File: config.mk
export PLATFORM = sky130hd
export DESIGN_NAME = lsu_unit_flat
export DESIGN_NICKNAME = d
export VERILOG_FILES = /design/src/rtl/lsu_unit_if.sv /design/src/rtl/lsu_unit.sv /design/src/flat_wrapper.sv
export SDC_FILE = /design/constraint.sdc
export NUM_CORES = 1
export LEC_CHECK = 0
export ABC_AREA = 1
export ABC_CLOCK_PERIOD_IN_PS = 4400
export BUFFER_PORTS_ARGS = -buffer_cell sky130_fd_sc_hd__buf_4
export CELL_PAD_IN_SITES_DETAIL_PLACEMENT = 1
export CELL_PAD_IN_SITES_GLOBAL_PLACEMENT = 2
export CORE_ASPECT_RATIO = 1.4
export CORE_MARGIN = 2
export CORE_UTILIZATION = 27
export CTS_BUF_LIST = sky130_fd_sc_hd__clkbuf_16
export DETAILED_ROUTE_END_ITERATION = 10
export PLACE_DENSITY = 0.85
export SLEW_MARGIN = 30
export SYNTH_ARGS = -nofsm -noshare
export SYNTH_HDL_FRONTEND = slang
export SYNTH_SLANG_ARGS = --single-unit
File: constraint.sdc
create_clock -name i_clk -period 4.4 [get_ports i_clk]
set_input_delay 0.88 -clock i_clk [delete_from_list [all_inputs] [get_ports i_clk]]
set_output_delay 0.88 -clock i_clk [all_outputs]
set_load 0.03 [all_outputs]
File: src/rtl/lsu_unit_if.sv
// Core-side and data-memory-side signal bundle for the load/store unit.
interface lsu_unit_if;
    logic        i_lsu_valid;
    logic        i_lsu_we;
    logic [2:0]  i_funct3;
    logic [31:0] i_addr;
    logic [31:0] i_st_data;
    logic        o_mem_req;
    logic        i_mem_ack;
    logic [31:0] o_mem_addr;
    logic        o_mem_we;
    logic [3:0]  o_mem_be;
    logic [31:0] o_mem_wdata;
    logic [31:0] i_mem_rdata;
    logic [31:0] o_ld_data;
    logic        o_done;
    logic        o_stall;
    logic [1:0]  o_err;

    modport slave (
        input  i_lsu_valid, i_lsu_we, i_funct3, i_addr, i_st_data,
        input  i_mem_ack, i_mem_rdata,
        output o_mem_req, o_mem_addr, o_mem_we, o_mem_be, o_mem_wdata,
        output o_ld_data, o_done, o_stall, o_err
    );

    modport master (
        output i_lsu_valid, i_lsu_we, i_funct3, i_addr, i_st_data,
        output i_mem_ack, i_mem_rdata,
        input  o_mem_req, o_mem_addr, o_mem_we, o_mem_be, o_mem_wdata,
        input  o_ld_data, o_done, o_stall, o_err
    );
endinterface

File: src/rtl/lsu_unit.sv
// RV32I load/store unit: req/ack memory access with alignment, size
// and bus-timeout checking, returning extended load data.
module lsu_unit #(
    parameter int TIMEOUT = 16
) (
    input logic       i_clk,
    input logic       i_rst_n,
    lsu_unit_if.slave bus
);
    localparam int CW = $clog2(TIMEOUT + 1);
    localparam logic [CW-1:0] TMAX = CW'(TIMEOUT - 1);

    typedef enum logic [1:0] {IDLE, REQ, RESP} state_t;

    state_t        state;
    logic [CW-1:0] cnt;
    logic [1:0]    off;
    logic [2:0]    f3;

    logic          illegal;
    logic          misalign;
    logic [3:0]    be_n;
    logic [31:0]   wdata_n;
    logic [31:0]   shifted;
    logic [31:0]   ld_n;

    always_comb begin
        illegal  = 1'b0;
        misalign = 1'b0;
        unique case (bus.i_funct3)
            3'b011, 3'b110, 3'b111: illegal = 1'b1;
            3'b100, 3'b101:         illegal = bus.i_lsu_we;
            default:                illegal = 1'b0;
        endcase
        unique case (bus.i_funct3[1:0])
            2'b01:   misalign = bus.i_addr[0];
            2'b10:   misalign = |bus.i_addr[1:0];
            default: misalign = 1'b0;
        endcase
    end

    always_comb begin
        be_n    = 4'b1111;
        wdata_n = bus.i_st_data;
        unique case (bus.i_funct3[1:0])
            2'b00: begin
                if (bus.i_lsu_we) be_n = 4'b0001 << bus.i_addr[1:0];
                wdata_n = {4{bus.i_st_data[7:0]}};
            end
            2'b01: begin
                if (bus.i_lsu_we) be_n = 4'b0011 << {bus.i_addr[1], 1'b0};
                wdata_n = {2{bus.i_st_data[15:0]}};
            end
            default: begin
                be_n    = 4'b1111;
                wdata_n = bus.i_st_data;
            end
        endcase
    end

    always_comb begin
        shifted = bus.i_mem_rdata >> {off, 3'b000};
        unique case (f3)
            3'b000:  ld_n = {{24{shifted[7]}}, shifted[7:0]};
            3'b100:  ld_n = {24'd0, shifted[7:0]};
            3'b001:  ld_n = {{16{shifted[15]}}, shifted[15:0]};
            3'b101:  ld_n = {16'd0, shifted[15:0]};
            default: ld_n = shifted;
        endcase
    end

    assign bus.o_stall = bus.i_lsu_valid && (state != RESP);

    always_ff @(posedge i_clk) begin
        if (!i_rst_n) begin
            state           <= IDLE;
            cnt             <= '0;
            off             <= '0;
            f3              <= '0;
            bus.o_mem_req   <= 1'b0;
            bus.o_mem_we    <= 1'b0;
            bus.o_mem_be    <= '0;
            bus.o_mem_addr  <= '0;
            bus.o_mem_wdata <= '0;
            bus.o_ld_data   <= '0;
            bus.o_done      <= 1'b0;
            bus.o_err       <= '0;
        end else begin
            bus.o_done <= 1'b0;
            unique case (state)
                IDLE: if (bus.i_lsu_valid) begin
                    bus.o_mem_addr  <= {bus.i_addr[31:2], 2'b00};
                    bus.o_mem_we    <= bus.i_lsu_we;
                    bus.o_mem_be    <= be_n;
                    bus.o_mem_wdata <= wdata_n;
                    off             <= bus.i_addr[1:0];
                    f3              <= bus.i_funct3;
                    cnt             <= '0;
                    // Rejected accesses never reach the bus
                    if (illegal || misalign) begin
                        state         <= RESP;
                        bus.o_done    <= 1'b1;
                        bus.o_err     <= illegal ? 2'b11 : 2'b01;
                        bus.o_ld_data <= '0;
                    end else begin
                        state         <= REQ;
                        bus.o_mem_req <= 1'b1;
                    end
                end
                REQ: begin
                    if (bus.i_mem_ack) begin
                        state         <= RESP;
                        bus.o_mem_req <= 1'b0;
                        bus.o_done    <= 1'b1;
                        bus.o_err     <= 2'b00;
                        bus.o_ld_data <= bus.o_mem_we ? '0 : ld_n;
                    end else if (cnt == TMAX) begin
                        state         <= RESP;
                        bus.o_mem_req <= 1'b0;
                        bus.o_done    <= 1'b1;
                        bus.o_err     <= 2'b10;
                        bus.o_ld_data <= '0;
                    end else begin
                        cnt <= cnt + 1'b1;
                    end
                end
                RESP:    state <= IDLE;
                default: state <= IDLE;
            endcase
        end
    end
endmodule

File: src/flat_wrapper.sv
// flat-port wrapper written by rule: the top's interface ports become plain ports
module lsu_unit_flat 
#(
    parameter int TIMEOUT = 16
)
  (i_clk, i_rst_n, bus_i_lsu_valid, bus_i_lsu_we, bus_i_funct3, bus_i_addr, bus_i_st_data, bus_i_mem_ack, bus_i_mem_rdata, bus_o_mem_req, bus_o_mem_addr, bus_o_mem_we, bus_o_mem_be, bus_o_mem_wdata, bus_o_ld_data, bus_o_done, bus_o_stall, bus_o_err);
  lsu_unit_if bus_i ();
  input logic i_clk;
  input logic i_rst_n;
  input wire logic [$bits(bus_i.i_lsu_valid)-1:0] bus_i_lsu_valid;
  input wire logic [$bits(bus_i.i_lsu_we)-1:0] bus_i_lsu_we;
  input wire logic [$bits(bus_i.i_funct3)-1:0] bus_i_funct3;
  input wire logic [$bits(bus_i.i_addr)-1:0] bus_i_addr;
  input wire logic [$bits(bus_i.i_st_data)-1:0] bus_i_st_data;
  input wire logic [$bits(bus_i.i_mem_ack)-1:0] bus_i_mem_ack;
  input wire logic [$bits(bus_i.i_mem_rdata)-1:0] bus_i_mem_rdata;
  output wire logic [$bits(bus_i.o_mem_req)-1:0] bus_o_mem_req;
  output wire logic [$bits(bus_i.o_mem_addr)-1:0] bus_o_mem_addr;
  output wire logic [$bits(bus_i.o_mem_we)-1:0] bus_o_mem_we;
  output wire logic [$bits(bus_i.o_mem_be)-1:0] bus_o_mem_be;
  output wire logic [$bits(bus_i.o_mem_wdata)-1:0] bus_o_mem_wdata;
  output wire logic [$bits(bus_i.o_ld_data)-1:0] bus_o_ld_data;
  output wire logic [$bits(bus_i.o_done)-1:0] bus_o_done;
  output wire logic [$bits(bus_i.o_stall)-1:0] bus_o_stall;
  output wire logic [$bits(bus_i.o_err)-1:0] bus_o_err;
  assign bus_i.i_lsu_valid = bus_i_lsu_valid;
  assign bus_i.i_lsu_we = bus_i_lsu_we;
  assign bus_i.i_funct3 = bus_i_funct3;
  assign bus_i.i_addr = bus_i_addr;
  assign bus_i.i_st_data = bus_i_st_data;
  assign bus_i.i_mem_ack = bus_i_mem_ack;
  assign bus_i.i_mem_rdata = bus_i_mem_rdata;
  assign bus_o_mem_req = bus_i.o_mem_req;
  assign bus_o_mem_addr = bus_i.o_mem_addr;
  assign bus_o_mem_we = bus_i.o_mem_we;
  assign bus_o_mem_be = bus_i.o_mem_be;
  assign bus_o_mem_wdata = bus_i.o_mem_wdata;
  assign bus_o_ld_data = bus_i.o_ld_data;
  assign bus_o_done = bus_i.o_done;
  assign bus_o_stall = bus_i.o_stall;
  assign bus_o_err = bus_i.o_err;
  lsu_unit #(.TIMEOUT(TIMEOUT)) u_core (.i_clk(i_clk), .i_rst_n(i_rst_n), .bus(bus_i));
endmodule
==> results.yml <==
status:
  outcome: "complete, no violations"
setup_path:
  cp_max_fo: 35
  crit_type: "in -> reg"
  end_kind: "flip-flop"
  arrival_ps: 2750
  crit_slowest_cell: "ha_1"
  critPathMaxStageDelay_ps: 470
  timing.rr.start: "u_core.state[1]"
  cp-start-kind: "primary input"
  required_ps: 4660
  crit_start: "bus_i_funct3[1]"
  path_cells: "buf_4 -> inv_1 -> ha_1 -> nand2_1 -> nand2_1 -> nand2_1 -> nand4_1 -> nand2_2 -> nand2_1 -> a21oi_1"
  timing.reg2reg.setup_slack_ps: 1970
  crit_family: "simple AND/OR/NAND/NOR gates"
  critPathBufInv: 2
  worst_path_most_repeated_cell: "nand2_1"
sta:
  setup_viol_count_final: 0
  rsz0062_at_grt: "no"
  worst_slew_pin_slew_ps: 723
  finalHoldViolations: 0
  min_period_ps: 2490
  fmax_mhz: 402
  slew_viol_final: 0
  setup_tns_ps: 0
  timing.hold.ws_ps: 460
  slew_headroom: 0.517
  clock-skew-final_ps: 5.72
  fin_crit_sh: 0.566
hold_path:
  hold_path_class: "reg -> reg"
  hp-start: "u_core.bus.o_mem_wdata[0]"
logic_synthesis:
  synthCells: 741
  synth_top_flop_cell: "dfxtp_1"
  synth-seq-cells: 115
  yosys_warnings: 0
  syn_area_mm2: 0.00517
  ys_seq_area_frac: 0.445
  synth-async-reset-ratio: 0
  syn_area_per_cell_um2: 6.98
  synth_cell_types: 29
  synth_edf_count: 0
placed_design:
  routabilityCongestion: 0.812
  dpl_cell_area_mm2: 0.00684
  portBuffers: 207
  hpwl_um: 13800
cts:
  cts_buffers: 17
  cts_tree: "built"
  cts_root_buf: "clkbuf_16"
  cts-htree-levels: 4
  path_clk_slew_ps: 60
  cts.sinks: 115
  clkLatencyLatePin_ps: 410
  cts_max_path_buffers: 2
  hold_buffers: 0
  post_cts_resized: 0
  postCtsSetupBuffers: 0
pwr:
  power.density_mw_per_mm2: 451
  p_leak_nw: 3.44
  irDropWorstVdd_v: 0.000236
detailed_routing:
  routedWlPerCell_um: 16.1
  first_iter_violations: 196
  drc: 0
  vias_per_cell: 4.70
  ant_nets: 0
  vias: 5565
  totalWireLength_um: 19100
  dr.pass1.iters: 4
layout:
  antennaDiodeCount: 0
  final_area_mm2: 0.00737
  drive_above_1_share: 0.278
  num-fill-cells: 2352
  area_growth_pct: 42.5
  fin_nets: 1036
grt:
  grt_pass1_vias: 5805
  overflow: 0
  grt_max_degree: 58
  antenna_found_initial: 0
  grt_usage: 0.188
  grt_first_pass_wirelength_um: 30200
floorplan:
  die_x_um: 121
  fp.dieH_um: 168
  start_util: 0.277
  die-area_mm2: 0.0203
  num_rows: 59
  ios: 210
  core_area_mm2: 0.0187
run:
  drv_cap: 0
-- worst min-delay path, cell delays in order (launching register included) --
cell and delay [ps]:
dfxtp_1 310, nand2_1 60, o21ai_1 50
-- worst paths after layout --
kind / endpoint / cells after the start
worst max-delay path: u_core.bus.o_ld_data[17] / 10
worst min-delay path: u_core.bus.o_mem_wdata[0] / 2
worst max register to register: u_core.bus.o_mem_wdata[8] / 6
worst min register to register: u_core.bus.o_mem_wdata[0] / 2
-- kinds of logic (layout without fill, tap and decap cells) --
group,Yosys count,count (layout),share of synthesized area
AOI/OAI and AO/OA,202,202,0.202
adders and majority gates,6,6,0.0145
buffers and inverters,94,291,0.0784
DFF,115,115,0.445
other,1,2,0.000725
and+or+nand+nor,323,323,0.259
-- power by group --
group / internal, W / total (W) / switching (W) / leakage [nW]
combinational: 0.000294 / 0.000852 / 0.000557 / 2.22
sequential: 0.00115 / 0.00121 / 0.0000679 / 0.944
clock: 0.000757 / 0.00126 / 0.000500 / 0.268
total: 0.00220 / 0.00332 / 0.00112 / 3.44
-- registers in the layout (all words and copies together), names as in the netlist --
signal and count:
u_core.bus.o_done 1, u_core.bus.o_err 2, u_core.bus.o_ld_data 32, u_core.bus.o_mem_addr 30
u_core.bus.o_mem_be 4, u_core.bus.o_mem_req 1, u_core.bus.o_mem_wdata 32, u_core.bus.o_mem_we 1
u_core.cnt 5, u_core.f3 3, u_core.off 2, u_core.state 2
-- cells in the mapped netlist, types with 2 or more instances --
master | count | area share
a21oi_1 | 86 | 0.083
a31oi_1 | 2 | 0.0024
buf_2 | 17 | 0.016
buf_4 | 6 | 0.0087
clkbuf_1 | 22 | 0.016
clkinv_1 | 2 | 0.0015
dfxtp_1 | 115 | 0.45
ha_1 | 6 | 0.015
inv_1 | 33 | 0.024
inv_2 | 12 | 0.0087
nand2_1 | 200 | 0.15
nand2_2 | 2 | 0.0024
nand3_1 | 29 | 0.028
nand3_4 | 3 | 0.010
nor2_1 | 78 | 0.057
nor2_4 | 3 | 0.0065
nor3_1 | 4 | 0.0039
o211ai_1 | 7 | 0.010
o21ai_0 | 80 | 0.077
o21ai_1 | 20 | 0.019
o221ai_1 | 2 | 0.0034
o22ai_1 | 5 | 0.0060
-- routing by layer --
metal	track usage	vias up	share of wire	wire length, µm
li1	-	2789	-	-
met1	0.213	2605	0.40	7680
met2	0.336	148	0.52	9860
met3	0.0576	23	0.062	1190
met4	0.0597	0	0.017	331
met5	0	-	0	0
-- area by class of cell --
class                      instances  area (µm²)  area share
sequential                       115        2300       0.312
tap                              244         305      0.0414
clock buffer                      17         425      0.0577
clock inverter                    15         104      0.0141
multi-input combinational        533        2470       0.335
timing repair buffer             211        1580       0.215
inverter                          48         181      0.0246
-- through the flow --
step                       util  instances  power [W]  worst slack [ps]
after global placement    0.366       1151    0.00209              1510
after floorplan               -        742    0.00176              2140
after detailed placement  0.366       1151    0.00210              1480
after global routing      0.395       1183    0.00351              1660
after CTS                 0.395       1183    0.00337              1870
final                     0.395       1183    0.00332              1910
-- placed cells by master (no fill, tap or decap), types with 3 or more instances in the layout --
cell / count
nand3_1: 29
inv_2: 12
inv_1: 37
a21oi_1: 86
nand3_4: 3
nor3_1: 4
clkbuf_16: 17
clkinv_2: 5
nand2_1: 200
buf_4: 211
nor2_1: 78
nor2_4: 3
o211ai_1: 7
clkinv_1: 4
o22ai_1: 5
ha_1: 6
dfxtp_1: 115
o21ai_0: 80
o21ai_1: 20
clkinvlp_4: 3
Power figures use the tool's default switching activity.
